$ cat src/rtl/player_pkg.sv
// Shared types and constants for the player controller: direction codes, fire FSM states,
// key bit positions and a saturating single-axis step helper.
package player_pkg;

   localparam int COORD_W   = 10;

   localparam int KEY_UP    = 3;
   localparam int KEY_DOWN  = 2;
   localparam int KEY_LEFT  = 1;
   localparam int KEY_RIGHT = 0;

   typedef enum logic [1:0] {
      DIR_UP    = 2'd0,
      DIR_DOWN  = 2'd1,
      DIR_LEFT  = 2'd2,
      DIR_RIGHT = 2'd3
   } dir_e;

   typedef enum logic [1:0] {
      ST_IDLE = 2'd0,
      ST_REQ  = 2'd1,
      ST_COOL = 2'd2
   } fire_state_e;

   // One axis, one tick: the extra top bit keeps cur+step from wrapping before the clamp.
   function automatic logic [COORD_W-1:0] step_axis(input logic [COORD_W-1:0] cur,
                                                    input logic dec,
                                                    input logic inc,
                                                    input int   step,
                                                    input int   max_v);
      logic [COORD_W:0] ext;
      logic [COORD_W:0] stp;
      logic [COORD_W:0] lim;
      logic [COORD_W:0] res;
      ext = {1'b0, cur};
      stp = (COORD_W+1)'(step);
      lim = (COORD_W+1)'(max_v);
      res = ext;
      if (dec && !inc)
         res = (ext < stp) ? '0 : ext - stp;
      else if (inc && !dec)
         res = (ext + stp > lim) ? lim : ext + stp;
      return res[COORD_W-1:0];
   endfunction

endpackage

$ cat src/rtl/move_tick_gen.sv
// Free-running divider producing a one-cycle move tick every MOVE_DIV clocks.
module move_tick_gen
   import player_pkg::*;
#(
   parameter int MOVE_DIV = 250000
) (
   input  logic clk,
   input  logic rst,
   output logic tick
);

   localparam int               CNT_W    = (MOVE_DIV > 1) ? $clog2(MOVE_DIV) : 1;
   localparam logic [CNT_W-1:0] CNT_LAST = CNT_W'(MOVE_DIV - 1);

   logic [CNT_W-1:0] cnt_q;
   logic [CNT_W-1:0] cnt_d;

   always_comb begin
      tick  = (cnt_q == CNT_LAST);
      cnt_d = tick ? '0 : cnt_q + 1'b1;
   end

   // NOTE: state flops use non-blocking assignments so every flop samples pre-edge values.
   always_ff @(posedge clk or posedge rst) begin
      if (rst) cnt_q <= '0;
      else     cnt_q <= cnt_d;
   end

endmodule

$ cat src/rtl/player_ctrl.sv
// Player position/facing tracker with a rate-limited valid/ready fire request.
// Define AUTO_FIRE_EN to re-fire while shoot is held; default is one shot per press.
module player_ctrl
   import player_pkg::*;
#(
   parameter int X_MAX    = 639,
   parameter int Y_MAX    = 479,
   parameter int X_INIT   = 320,
   parameter int Y_INIT   = 240,
   parameter int STEP     = 4,
   parameter int MOVE_DIV = 250000,
   parameter int COOLDOWN = 25
) (
   input  logic               clk,
   input  logic               rst,
   input  logic [3:0]         nums,
   input  logic               shoot,
   output logic [COORD_W-1:0] pos_x,
   output logic [COORD_W-1:0] pos_y,
   output logic [1:0]         facing,
   output logic               fire_valid,
   input  logic               fire_ready,
   output logic [COORD_W-1:0] fire_x,
   output logic [COORD_W-1:0] fire_y,
   output logic [1:0]         fire_dir
);

   localparam int CD_W = (COOLDOWN > 0) ? $clog2(COOLDOWN + 1) : 1;

   logic               tick;
   logic               fire_cond;
   logic [COORD_W-1:0] pos_x_q, pos_x_d, pos_y_q, pos_y_d;
   logic [COORD_W-1:0] fire_x_q, fire_x_d, fire_y_q, fire_y_d;
   dir_e               facing_q, facing_d, fire_dir_q, fire_dir_d;
   fire_state_e        state_q, state_d;
   logic               fire_valid_q, fire_valid_d;
   logic [CD_W-1:0]    cd_q, cd_d;

   move_tick_gen #(.MOVE_DIV(MOVE_DIV)) u_tick (
      .clk  (clk),
      .rst  (rst),
      .tick (tick)
   );

`ifdef AUTO_FIRE_EN
   assign fire_cond = shoot;
`else
   logic armed_q, armed_d;

   // Re-arms only after the key is seen released, so a held key fires once.
   always_comb begin
      armed_d = armed_q;
      if (!shoot)                          armed_d = 1'b1;
      else if (state_q == ST_IDLE && armed_q) armed_d = 1'b0;
   end

   always_ff @(posedge clk or posedge rst) begin
      if (rst) armed_q <= 1'b0;
      else     armed_q <= armed_d;
   end

   assign fire_cond = shoot & armed_q;
`endif

   // NOTE: every always_comb output gets a default first so no path infers a latch.
   always_comb begin
      pos_x_d  = pos_x_q;
      pos_y_d  = pos_y_q;
      facing_d = facing_q;
      if (tick) begin
         pos_y_d = step_axis(pos_y_q, nums[KEY_UP], nums[KEY_DOWN], STEP, Y_MAX);
         pos_x_d = step_axis(pos_x_q, nums[KEY_LEFT], nums[KEY_RIGHT], STEP, X_MAX);
      end
      if      (nums[KEY_UP])    facing_d = DIR_UP;
      else if (nums[KEY_DOWN])  facing_d = DIR_DOWN;
      else if (nums[KEY_LEFT])  facing_d = DIR_LEFT;
      else if (nums[KEY_RIGHT]) facing_d = DIR_RIGHT;
   end

   always_comb begin
      state_d    = state_q;
      cd_d       = cd_q;
      fire_x_d   = fire_x_q;
      fire_y_d   = fire_y_q;
      fire_dir_d = fire_dir_q;
      case (state_q)
         ST_IDLE: if (fire_cond) begin
            fire_x_d   = pos_x_q;
            fire_y_d   = pos_y_q;
            fire_dir_d = facing_q;
            state_d    = ST_REQ;
         end
         ST_REQ: if (fire_valid_q && fire_ready) begin
            state_d = ST_COOL;
            cd_d    = CD_W'(COOLDOWN);
         end
         ST_COOL: begin
            if (cd_q == '0) state_d = ST_IDLE;
            else if (tick)  cd_d    = cd_q - 1'b1;
         end
         default: state_d = ST_IDLE;
      endcase
      fire_valid_d = (state_d == ST_REQ);
   end

   always_ff @(posedge clk or posedge rst) begin
      if (rst) begin
         pos_x_q      <= COORD_W'(X_INIT);
         pos_y_q      <= COORD_W'(Y_INIT);
         facing_q     <= DIR_UP;
         state_q      <= ST_IDLE;
         fire_valid_q <= 1'b0;
         cd_q         <= '0;
         fire_x_q     <= '0;
         fire_y_q     <= '0;
         fire_dir_q   <= DIR_UP;
      end else begin
         pos_x_q      <= pos_x_d;
         pos_y_q      <= pos_y_d;
         facing_q     <= facing_d;
         state_q      <= state_d;
         fire_valid_q <= fire_valid_d;
         cd_q         <= cd_d;
         fire_x_q     <= fire_x_d;
         fire_y_q     <= fire_y_d;
         fire_dir_q   <= fire_dir_d;
      end
   end

   assign pos_x      = pos_x_q;
   assign pos_y      = pos_y_q;
   assign facing     = facing_q;
   assign fire_valid = fire_valid_q;
   assign fire_x     = fire_x_q;
   assign fire_y     = fire_y_q;
   assign fire_dir   = fire_dir_q;

endmodule
$ cat config.mk
export PLATFORM = sky130hd
export DESIGN_NAME = player_ctrl
export DESIGN_NICKNAME = d
export VERILOG_FILES = /design/src/rtl/player_pkg.sv /design/src/rtl/move_tick_gen.sv /design/src/rtl/player_ctrl.sv
export SDC_FILE = /design/constraint.sdc
export NUM_CORES = 1
export LEC_CHECK = 0
export CAP_MARGIN = 40
export CORE_MARGIN = 1
export CORE_UTILIZATION = 48
export DETAILED_ROUTE_END_ITERATION = 6
export GPL_TIMING_DRIVEN = 0
export PLACE_DENSITY = 0.74
export SLEW_MARGIN = 15
export SYNTH_ARGS = -nofsm -noshare
export SYNTH_HDL_FRONTEND = slang
export SYNTH_HIERARCHICAL = 1
export SYNTH_SLANG_ARGS = --single-unit
$ cat constraint.sdc
create_clock -name clk -period 5.3 [get_ports clk]
set_input_delay 1.59 -clock clk [delete_from_list [all_inputs] [get_ports clk]]
set_output_delay 1.59 -clock clk [all_outputs]
set_load 0.02 [all_outputs]
==> impl_metrics.prom <==
# TYPE chip_impl_metric gauge
chip_impl_info{name="status",value="finished, final reports clean"} 1
chip_impl_metric{name="post-cts-setup-buffers",unit=""} 0
chip_impl_metric{name="floorplan.core_area",unit="µm²"} 8217
chip_impl_metric{name="finalCriticalPeriod",unit="ns"} 3.305
chip_impl_info{name="synth.most_common_cell",value="sky130_fd_sc_hd__dfrtp_1"} 1
chip_impl_info{name="root_buffer",value="sky130_fd_sc_hd__clkbuf_8"} 1
chip_impl_metric{name="timing.hold.ws",unit="ns"} 0.4889
chip_impl_metric{name="area_growth_syn_to_layout",unit="%"} 21.16
chip_impl_metric{name="num_io_pins",unit=""} 53
chip_impl_metric{name="worst_clock_skew",unit="ns"} 0.01980
chip_impl_metric{name="count_of_nets_left_with_antenna_violations_after_detail_routing",unit=""} 0
chip_impl_metric{name="synth_top_cell_area_share",unit="%"} 37.31
chip_impl_info{name="critPathSlowestCell",value="sky130_fd_sc_hd__clkdlybuf4s50_1"} 1
chip_impl_info{name="worstReg2RegEnd",value="pos_x[7]"} 1
chip_impl_metric{name="num_rows",unit=""} 33
chip_impl_metric{name="ctsHtreeMaxLevel",unit=""} 3
chip_impl_metric{name="drc_violations_left",unit=""} 0
chip_impl_metric{name="max-clock-path-buffers",unit=""} 2
chip_impl_metric{name="finalSetupViolations",unit=""} 0
chip_impl_info{name="yosys.area.top_type",value="sky130_fd_sc_hd__dfrtp_1"} 1
chip_impl_metric{name="routed_via_density",unit=""} 5.766
chip_impl_metric{name="num_antenna_cells",unit=""} 0
chip_impl_metric{name="grt_antenna_before_repair",unit=""} 0
chip_impl_metric{name="transition_time_at_the_pin_with_the_least_slew_margin",unit="ns"} 0.6671
chip_impl_metric{name="synth_nets",unit=""} 445
chip_impl_metric{name="post_cts.resized_instances",unit=""} 0
chip_impl_metric{name="power.density_cell_area",unit="nW/µm²"} 230.3
chip_impl_metric{name="port_buffers",unit=""} 52
chip_impl_metric{name="reg2reg_slack",unit="ns"} 2.64
chip_impl_info{name="ys_top_cells_by_area",value="sky130_fd_sc_hd__dfrtp_1, sky130_fd_sc_hd__mux2_2, sky130_fd_sc_hd__ha_1"} 1
chip_impl_info{name="hold-path-endpoint",value="u_tick/cnt_q[0]"} 1
chip_impl_metric{name="crit_path_max_incr_delay",unit="ns"} 0.53
chip_impl_metric{name="clkTransAtPathRegs",unit="ns"} 0.07
chip_impl_metric{name="yosysWarnings",unit=""} 6
chip_impl_info{name="min-delay-path-class",value="reg -> reg"} 1
chip_impl_metric{name="worst_slew_margin_relative_to_its_limit",unit="%"} 55.48
chip_impl_metric{name="grt-ovfl-total",unit=""} 0
chip_impl_metric{name="syn-cell-area",unit="µm²"} 4091
chip_impl_info{name="critical-path-top-cell-by-count",value="sky130_fd_sc_hd__clkbuf_1"} 1
chip_impl_metric{name="design.die.area",unit="µm²"} 8897
chip_impl_info{name="criticalPathCategory",value="in -> reg"} 1
chip_impl_info{name="rsz0062_at_grt",value="no"} 1
chip_impl_metric{name="final_hold_viol_count",unit=""} 0
chip_impl_metric{name="worst_ep_arrival_time",unit="ns"} 3.56
chip_impl_metric{name="initial_core_util",unit="%"} 49.79
chip_impl_info{name="worst_path_dominant_cell_family",value="buffers and inverters"} 1
chip_impl_metric{name="die_y",unit="µm"} 94.33
chip_impl_metric{name="setup_tns",unit="ns"} 0
chip_impl_metric{name="netlist-cell-type-count",unit=""} 72
chip_impl_info{name="ys_top_cells_by_count",value="sky130_fd_sc_hd__dfrtp_1, sky130_fd_sc_hd__nand2_1, sky130_fd_sc_hd__nor2_1, sky130_fd_sc_hd__mux2_2, sky130_fd_sc_hd__inv_1"} 1
chip_impl_metric{name="fill_cells",unit=""} 721
chip_impl_metric{name="synth_enable_flop_cells",unit=""} 0
chip_impl_metric{name="timing.critical_path.buf_inv",unit=""} 4
chip_impl_metric{name="drv_cap",unit=""} 0
chip_impl_metric{name="cts_num_sinks",unit=""} 67
chip_impl_metric{name="dp_hpwl",unit="mm"} 6.635
chip_impl_metric{name="max-vdd-ir-drop",unit="V"} 0.0001952
chip_impl_metric{name="critical_path_required",unit="ns"} 5.55
chip_impl_metric{name="seq_total_area_yosys",unit="%"} 41.16
chip_impl_metric{name="worst_skew_pair_latency",unit="ns"} 0.34
chip_impl_metric{name="syn_avg_cell_area",unit="µm²"} 9.650
chip_impl_metric{name="detailedRoute.firstPassIterationCount",unit=""} 5
chip_impl_metric{name="power",unit="mW"} 1.141
chip_impl_metric{name="grt_first_pass_wirelength",unit="mm"} 15.61
chip_impl_metric{name="drt-total-wl",unit="mm"} 9.201
chip_impl_info{name="crit_path_start_kind",value="input port"} 1
chip_impl_info{name="tritoncts",value="done"} 1
chip_impl_metric{name="final_net_count",unit=""} 509
chip_impl_info{name="worst_setup_path_end_kind",value="flip-flop"} 1
chip_impl_info{name="crit_path_cell_trace",value="clkdlybuf4s50_1, inv_1, ha_1, and2_0, clkbuf_1, clkbuf_1, nand3_1, a21oi_1"} 1
chip_impl_info{name="timing.rr.start",value="u_tick/cnt_q[11]"} 1
chip_impl_metric{name="fmax",unit="GHz"} 0.3026
chip_impl_metric{name="routed-via-count",unit=""} 3448
chip_impl_info{name="ys.flop_type",value="sky130_fd_sc_hd__dfrtp_1"} 1
chip_impl_metric{name="gr-usage-all-layers",unit="%"} 22.32
chip_impl_metric{name="critical_path_cell_count",unit=""} 8
chip_impl_info{name="hold_path.startpoint",value="u_tick/cnt_q[0]"} 1
chip_impl_metric{name="min_delay_path_depth",unit=""} 1
chip_impl_metric{name="synth_cells",unit=""} 424
chip_impl_metric{name="r2r.worst_path.cells",unit=""} 8
chip_impl_metric{name="number_of_global_route_vias_before_repair",unit=""} 3238
chip_impl_metric{name="final_min_period_over_clock_period",unit="%"} 62.36
chip_impl_metric{name="synth-seq-cells",unit=""} 67
chip_impl_metric{name="dieWidth",unit="µm"} 94.33
chip_impl_metric{name="async_flop_share",unit="%"} 100.0
chip_impl_metric{name="slew_violations",unit=""} 0
chip_impl_metric{name="critPathMaxFanout",unit=""} 10
chip_impl_metric{name="routed_wire_length_per_instance",unit="µm"} 15.39
chip_impl_metric{name="drt_iter0_drc",unit=""} 377
chip_impl_metric{name="grt_max_degree",unit=""} 37
chip_impl_metric{name="gpl.final_weighted_congestion",unit=""} 0.8963
chip_impl_metric{name="fraction_of_layout_instances_using_a_drive_strength_above_1",unit="%"} 18.26
chip_impl_metric{name="cts_hold_buf",unit=""} 0
chip_impl_metric{name="cts_buffers",unit=""} 9
chip_impl_metric{name="power.leakage",unit="nW"} 2.049
[flip-flops by register name, indices dropped and copies added, names as in the netlist, 2 cells and up]
| signal | count |
|---|---|
| pos_x | 9 |
| cd_q | 5 |
| fire_dir | 2 |
| u_tick/cnt_q | 18 |
| facing | 2 |
| fire_x | 9 |
| pos_y | 9 |
| state_q | 2 |
| fire_y | 9 |
[placed cells by master (no fill, tap or decap), types with 5 or more instances in the layout]
cell                              instances
sky130_fd_sc_hd__a21oi_1                 19
sky130_fd_sc_hd__buf_2                   11
sky130_fd_sc_hd__buf_4                    9
sky130_fd_sc_hd__clkbuf_1                11
sky130_fd_sc_hd__clkbuf_8                10
sky130_fd_sc_hd__clkdlybuf4s50_1         52
sky130_fd_sc_hd__dfrtp_1                 61
sky130_fd_sc_hd__dfstp_2                  6
sky130_fd_sc_hd__ha_1                    13
sky130_fd_sc_hd__inv_1                   19
sky130_fd_sc_hd__mux2_2                  21
sky130_fd_sc_hd__nand2_1                 33
sky130_fd_sc_hd__nand3_1                 19
sky130_fd_sc_hd__nand3b_1                 5
sky130_fd_sc_hd__nand4_1                 12
sky130_fd_sc_hd__nor2_1                  27
sky130_fd_sc_hd__nor2b_1                  5
sky130_fd_sc_hd__nor3_1                  14
sky130_fd_sc_hd__nor4_1                   6
sky130_fd_sc_hd__o21ai_0                 16
sky130_fd_sc_hd__o31ai_1                  9
sky130_fd_sc_hd__xnor2_1                 14
sky130_fd_sc_hd__xor2_1                   7
[cell families after synthesis]
logic type,count (synthesis),share of synthesized area [%]
compound gates,85,14.71
buf+inv,53,6.575
fa+ha+maj,13,3.976
xor+xnor,21,4.496
simple gates,161,22.57
flops,67,41.16
mux,24,6.514
[worst max path at each step]
| stage | from | to | slack [ns] |
|---|---|---|---|
| 2_1_floorplan | nums[2] | pos_y[2] | 2.45 |
| 3_3_place_gp | rst | fire_dir[1] | 1.53 |
| 3_5_place_dp | nums[1] | pos_x[7] | 1.69 |
| 4_1_cts | nums[1] | pos_x[7] | 2.03 |
| 5_1_grt | nums[1] | pos_x[7] | 1.89 |
| 6_report | nums[1] | pos_x[7] | 1.99 |
[metrics by stage]
stage	util, %	area, µm²	instances	setup slack (ns)
2_1_floorplan	-	4091	424	2.450
3_3_place_gp	57.73	4743	581	1.526
3_5_place_dp	57.97	4763	582	1.687
4_1_cts	60.33	4957	598	2.035
5_1_grt	60.33	4957	598	1.886
6_report	60.33	4957	598	1.995
[cell type report]
type,instances,area (µm²),area share [%]
multi-input cells,304,2138,43.13
flip-flops and latches,67,1684,33.97
repair buffers,53,540.5,10.90
plain buffers,33,193.9,3.912
clock buffers,11,141.4,2.852
well taps,105,131.4,2.650
inverters,20,75.07,1.514
clock inverters,5,52.55,1.060
[per-layer routing]
metal	global-route usage (%)	share of wire (%)	routed length, µm	up-vias
met5	0	0	0	-
met4	6.795	1.6	148	0
met3	2.994	5.6	514	18
met2	35.75	47	4350	123
met1	31.39	46	4187	1660
li1	-	-	-	1647
[power by group]
| group | switching [mW] | leakage, nW | internal [mW] |
|---|---|---|---|
| sequential | 0.0236 | 0.845 | 0.539 |
| clock | 0.193 | 0.0991 | 0.228 |
| combinational | 0.0845 | 1.10 | 0.0735 |
| total | 0.301 | 2.05 | 0.841 |
Note: power is estimated with default switching activity, not from simulation.
